## config.mk

```make
export PLATFORM = sky130hd
export DESIGN_NAME = iot601x_reader
export DESIGN_NICKNAME = d
export VERILOG_FILES = /design/src/rtl/iot601x_reader.sv
export SDC_FILE = /design/constraint.sdc
export NUM_CORES = 1
export LEC_CHECK = 0
export ABC_CLOCK_PERIOD_IN_PS = 1820
export CORE_MARGIN = 2
export CORE_UTILIZATION = 40
export DETAILED_ROUTE_END_ITERATION = 8
export GPL_TIMING_DRIVEN = 1
export HOLD_SLACK_MARGIN = 0.1
export PLACE_DENSITY = 0.85
export SYNTH_ARGS = -nofsm -noshare
export SYNTH_HDL_FRONTEND = slang
export SYNTH_SLANG_ARGS = --single-unit
```

## constraint.sdc

```tcl
create_clock -name CLK -period 1.82 [get_ports CLK]
set_input_delay 0.182 -clock CLK [delete_from_list [all_inputs] [get_ports CLK]]
set_output_delay 0.182 -clock CLK [all_outputs]
set_load 0.02 [all_outputs]
```

## src/rtl/iot601x_reader.sv

```systemverilog
// PR8-E high-speed paper-tape reader, IOT device 01 (6011 RSF, 6012 RRB, 6014 RFC).
// Define RDR_IRQENA_EN to make irq-enable a register that 6010 sets and CLEAR clears.
module iot601x_reader #(
  parameter int unsigned BUFW      = 8,
  parameter bit          AUTOSTART = 1'b0
) (
  input  logic            CLK,
  input  logic            RESET_N,
  input  logic            CLEAR,
  input  logic            EN,
  input  logic [2:0]      IR,
  input  logic            ck1,
  input  logic            ck2,
  input  logic            ck3,
  input  logic            stb1,
  input  logic            stb2,
  input  logic            stb3,
  input  logic [BUFW-1:0] in_data,
  input  logic            in_valid,
  output logic            in_ready,
  output logic            done,
  output logic            pc_ck,
  output logic            rot2ac,
  output logic            ac_ck,
  output logic [11:0]     ACRDR,
  output logic            irq,
  output logic            flag,
  output logic [11:0]     count
);

  localparam int unsigned ACW = 12;
  localparam int unsigned CW  = 12;

  typedef enum logic [1:0] {
    IDLE = 2'd0,
    REQ  = 2'd1,
    FULL = 2'd2
  } st_e;

  st_e             st_q, st_d;
  logic [BUFW-1:0] rbuf_q, rbuf_d;
  logic [CW-1:0]   cnt_q, cnt_d;
  logic            irqena;

  // Micro-op qualifiers; reset forces every instruction-derived output low at once.
  logic live, do_rsf, do_rrb_ck, do_rrb_stb, do_rfc, do_done, accept;

  assign live       = RESET_N & EN;
  assign do_rsf     = live & IR[0] & ck1 & stb1;
  assign do_rrb_ck  = live & IR[1] & ck2;
  assign do_rrb_stb = do_rrb_ck & stb2;
  assign do_done    = live & ck3 & stb3;
  assign do_rfc     = do_done & IR[2];
  assign accept     = in_valid & (st_q == REQ);

`ifdef RDR_IRQENA_EN
  logic irqena_q, irqena_d;
  logic do_rpe;

  assign do_rpe   = do_done & (IR == 3'b000);
  assign irqena_d = CLEAR ? 1'b0 : (do_rpe ? 1'b1 : irqena_q);
  assign irqena   = irqena_q;

  always_ff @(posedge CLK or negedge RESET_N) begin
    if (!RESET_N) irqena_q <= 1'b1;
    else          irqena_q <= irqena_d;
  end
`else
  assign irqena = 1'b1;
`endif

  always_ff @(posedge CLK or negedge RESET_N) begin
    if (!RESET_N) begin
      if (AUTOSTART) st_q <= REQ;
      else           st_q <= IDLE;
      rbuf_q <= '0;
      cnt_q  <= '0;
    end else begin
      st_q   <= st_d;
      rbuf_q <= rbuf_d;
      cnt_q  <= cnt_d;
    end
  end

  // RFC overrides a coincident accept; the byte is still kept and counted.
  always_comb begin
    st_d   = st_q;
    rbuf_d = rbuf_q;
    cnt_d  = cnt_q;
    if (CLEAR) begin
      st_d = IDLE;
    end else begin
      if (accept) begin
        rbuf_d = in_data;
        cnt_d  = cnt_q + CW'(1);
      end
      if (do_rfc)                          st_d = REQ;
      else if (accept)                     st_d = FULL;
      else if (do_rrb_stb && st_q == FULL) st_d = IDLE;
    end
  end

  always_comb begin
    in_ready = (st_q == REQ);
    flag     = (st_q == FULL);
    irq      = flag & irqena;
    count    = cnt_q;
    pc_ck    = do_rsf & flag;
    rot2ac   = do_rrb_ck;
    ac_ck    = do_rrb_stb;
    ACRDR    = do_rrb_ck ? ACW'(rbuf_q) : '0;
    done     = do_done;
  end

endmodule

```

## Word level (Yosys, flattened, before mapping)

Index checks and enable logic that the tools add are counted.

| storage, ports and cells | value |
|---|---|
| logic and storage cells | 27 |
| flip-flop bits (word level) | 22 |
| memories | 0 |
| output and inout port bits | 31 |
| bits in latches | 0 |
| input port bits | 22 |
| bits in read-only memories | 0 |
| RAM bits | 0 |

| operators by class | value |
|---|---|
| multiplexer cells | 5 |
| $add $sub $neg | 1 |
| multiply operators | 0 |
| shift-type cells | 0 |
| reduce and logical (&&, ||, !) cells | 3 |
| order comparisons | 0 |
| equality and inequality tests | 2 |
| divide/modulo/power cells | 0 |
| bitwise operators | 13 |

Operators by type and width:

| cell | count |
|---|---|
| $add A12 B1 Y12 const B | 1 |
| $and A1 B1 Y1 | 12 |
| $mux W2 | 4 |
| $mux W8 | 1 |
| $reduce_bool A4 Y1 | 1 |
| $eq A2 B1 Y1 const B | 1 |
| $eq A2 B2 Y1 const B | 1 |
| $reduce_and A2 Y1 | 1 |
| $logic_and A1 B1 Y1 | 1 |
| $not A1 Y1 | 1 |

## Longest topological paths before layout

| logic depth | value |
|---|---|
| depth after elaboration | 9 |
| depth in mapped cells | 4 |
| mapped depth without buffers | 4 |

## Worst setup path after synthesis

OpenSTA, ideal clock, no wires.

| path | value |
|---|---|
| kind | register to register |
| start | register cnt_q[0], in the netlist count[0] |
| end | register cnt_q[10], in the netlist count[10] |
| buffers on the path | 0 |
| library setup time | 0.129 ns |
| data arrival time | 1.183 ns |
| cell stages (with the launch flop) | 5 |
| data required time | 1.691 ns |
| slack | 0.507 ns |
| period minus slack after synthesis | 1.313 ns |
| cells stage by stage | dfrtp_1 -> ha_1 -> and4_1 -> nand4_1 -> xnor2_1 |

| on the way | value |
|---|---|
| cells in the longest elaborated chain, start to end | 1 |

RTL lines:

| what | line | source |
|---|---|---|
| from (decl) | 42 | `logic [CW-1:0] cnt_q, cnt_d;` |
| from (signal assigned) | 81 | `cnt_q <= cnt_d;` |
| $add A12 B1 Y12 | 95 | `cnt_d = cnt_q + CW'(1);` |

No other way between the ends.
A chain may end at the register's enable or synchronous reset.

## Worst setup path in the final report

| path | value |
|---|---|
| start | register st_q[1] |
| end | output port in_ready |

| on the way | value |
|---|---|
| cells in the longest elaborated chain, start to end | 1 |

RTL lines:

| what | line | source |
|---|---|---|
| from (decl) | 40 | `st_e st_q, st_d;` |
| from (signal assigned) | 79 | `st_q <= st_d;` |
| $eq A2 B1 Y1 | 104 | `in_ready = (st_q == REQ);` |
| to (decl) | 20 | `output logic in_ready,` |

No other way between the ends.

==> flow_metrics.env <==
export IMPL_ir_drop_mv=0.598
export IMPL_initial_core_util_pct=42.9
export IMPL_syn_to_final_growth_pct=52.1
export IMPL_overflow=0
export IMPL_cts_tree="done"
export IMPL_cts_inserted_buffers=3
export IMPL_place_area_um2=1600
export IMPL_post_cts_repair_setup_buffers=0
export IMPL_die_area_um2=3140
export IMPL_cts_sinks=22
export IMPL_routedWlPerCell_um=14.3
export IMPL_grt_pass1_wl_mm=4.45
export IMPL_postSynthCellCount=91
export IMPL_num_rows=18
export IMPL_clk_pin_slew_ns=0.12
export IMPL_place_hpwl_mm=1.83
export IMPL_fmax_ghz=0.582
export IMPL_core_um2=2520
export IMPL_synth_main_ff_cell="dfrtp_1"
export IMPL_fillers=218
export IMPL_finalNetCount=167
export IMPL_drive_gt1_share_pct=14.7
export IMPL_syn_area_um2=1080
export IMPL_grt_pass1_vias=947
export IMPL_worstPathArrival_ns=1.54
export IMPL_synthArstFlopShare_pct=100
export IMPL_yosys_warnings=0
export IMPL_place_inst=169
export IMPL_cts_hold_buf=0
export IMPL_power_total_uw=1040
export IMPL_clockBufferDepth=2
export IMPL_r2r_end="rbuf_q[7]"
export IMPL_h_tree_depth=1
export IMPL_rsz0062_at_grt="false"
export IMPL_outcome="completed"
export IMPL_finalSetupViolCount=0
export IMPL_worstSetupStartpoint="st_q[1]"
export IMPL_final_cell_mix="34 x clkdlybuf4s50_1, 22 x dfrtp_1, 12 x dlygate4sd2_1, 10 x and2_1, 10 x xnor2_1"
export IMPL_drc_errors=0
export IMPL_power_leakage_uw=0.000824
export IMPL_synth_cell_type_count=23
export IMPL_die_height_um=56.0
export IMPL_timing_critical_path_from_type="flop"
export IMPL_drv_cap=0
export IMPL_critPathCaptureType="output pin"
export IMPL_topRoutingLayerUsed="met4"
export IMPL_fin_crit_sh_pct=94.5
export IMPL_path_class="flop to output pin"
export IMPL_finalMaxSlewViolations=0
export IMPL_vias_per_cell=5.18
export IMPL_pin_count=53
export IMPL_drt_pass1_iterations=4
export IMPL_ys_seq_area_share_pct=50.9
export IMPL_fin_skew_ns=0.00303
export IMPL_routed_via_count=897
export IMPL_reg2reg_slack_ns=0.43
export IMPL_die_x_um=56.0
export IMPL_numPortBuffers=48
export IMPL_grt_max_degree=21
export IMPL_clockRootBuffer="clkbuf_4"
export IMPL_grtUsageTotal_pct=17.8
export IMPL_reg2reg_depth=3
export IMPL_drtIter0Drc=21
export IMPL_powerDensity_nw_per_um2=633
export IMPL_ys_ff_latch=22
export IMPL_route_met2_wl_mm=1.24
export IMPL_wl_met1_mm=1.06
export IMPL_num_antenna_cells=0
export IMPL_synth_edf_count=0
export IMPL_hold_violations=0
export IMPL_min_period_ns=1.72
export IMPL_route_met3_wl_um=134
export IMPL_gp_congestion=0.714
export IMPL_fin_cells=173
export IMPL_required_ns=1.64
export IMPL_drt_wl_total_mm=2.48
export IMPL_syn_mean_instance_area_um2=11.9
export IMPL_antenna_found_initial=0
export IMPL_rr_startpoint="st_q[1]"
export IMPL_hp_class="input pin to asynchronous set/reset pin"
export IMPL_path_max_fanout=6
export IMPL_clk_latency_ns=0.31
export IMPL_finalInstanceArea_um2=1650
export IMPL_final_common_cell="clkdlybuf4s50_1"
export IMPL_ant_nets=0
[Yosys cell counts (2+ instances only)]
library cell	instances	area share, %
and2_1	10	5.8
and3_1	3	1.7
and4_1	6	4.9
buf_4	6	4.2
dfrtp_1	22	51
mux2_2	9	9.4
nand2_1	2	0.69
nand3_1	3	1.4
nand4_1	6	3.5
o21ai_0	2	0.92
xnor2_1	10	8.1
[layout make-up]
| type | count | area [um2] | area share (%) |
|---|---|---|---|
| tap | 30 | 37.5 | 2.28 |
| timing repair buffer | 53 | 520 | 31.6 |
| sequential | 22 | 551 | 33.4 |
| inverter | 1 | 3.75 | 0.228 |
| multi-input combinational | 63 | 482 | 29.3 |
| clock buffer | 3 | 22.5 | 1.37 |
| clock inverter | 1 | 30.0 | 1.82 |
[report_power, final]
group	switching, uW	internal [uW]	total [uW]
clock	151	223	374
combinational	54.9	81.2	136
sequential	18.7	514	533
[worst max-delay path, stage by stage, from the launching register on]
cell	delay (ns)
dfrtp_1	0.44
and2b_1	0.20
clkdlybuf4s50_1	0.59
[cell families (layout without fill, tap and decap cells)]
logic type | count (synthesis) | count (layout) | share of synthesized area [%]
AND/OR/NAND/NOR | 33 | 33 | 20.3
buffers and inverters | 9 | 58 | 5.89
AO/OA/AOI/OAI | 5 | 5 | 3.12
flip-flops | 22 | 22 | 50.9
adder cells (fa/ha/maj) | 1 | 1 | 1.16
other | 1 | 4 | 0.346
XOR/XNOR | 11 | 11 | 8.90
multiplexers | 9 | 9 | 9.36
[repair_timing]
action                     in CTS  in global routing
resized for setup              14                  2
hold endpoints to repair        0                  0
setup endpoints to repair      12                  2
[routing by layer]
layer	vias to the layer above	GRT usage (%)
met5	-	0
met4	0	8.16
met3	6	2.33
met2	32	29.4
met1	440	23.2
li1	419	-
[sequential cells by signal, summed over array words and instances (netlist names)]
| register | count |
|---|---|
| count | 12 |
| rbuf_q | 8 |
| st_q | 2 |
[worst max path at each step]
| stage | end | cells past startpoint |
|---|---|---|
| after global routing | in_ready | 2 |
| after floorplan | count[10] | 4 |
| after CTS | irq | 2 |
| final | in_ready | 2 |
| after detailed placement | ACRDR[5] | 4 |
| after global placement | ACRDR[5] | 4 |
[through the flow]
step,hold WS (ns),TNS [ns],util (%),worst slack [ns]
after floorplan,-0.114,0,-,0.507
after detailed placement,0.472,-2.56,63.5,-0.260
after global routing,0.224,0,65.3,0.0385
final,0.224,0,65.3,0.101
after global placement,0.466,-2.19,63.5,-0.229
after CTS,0.225,0,65.1,0.0353
Note: power is estimated with default switching activity, not from simulation.
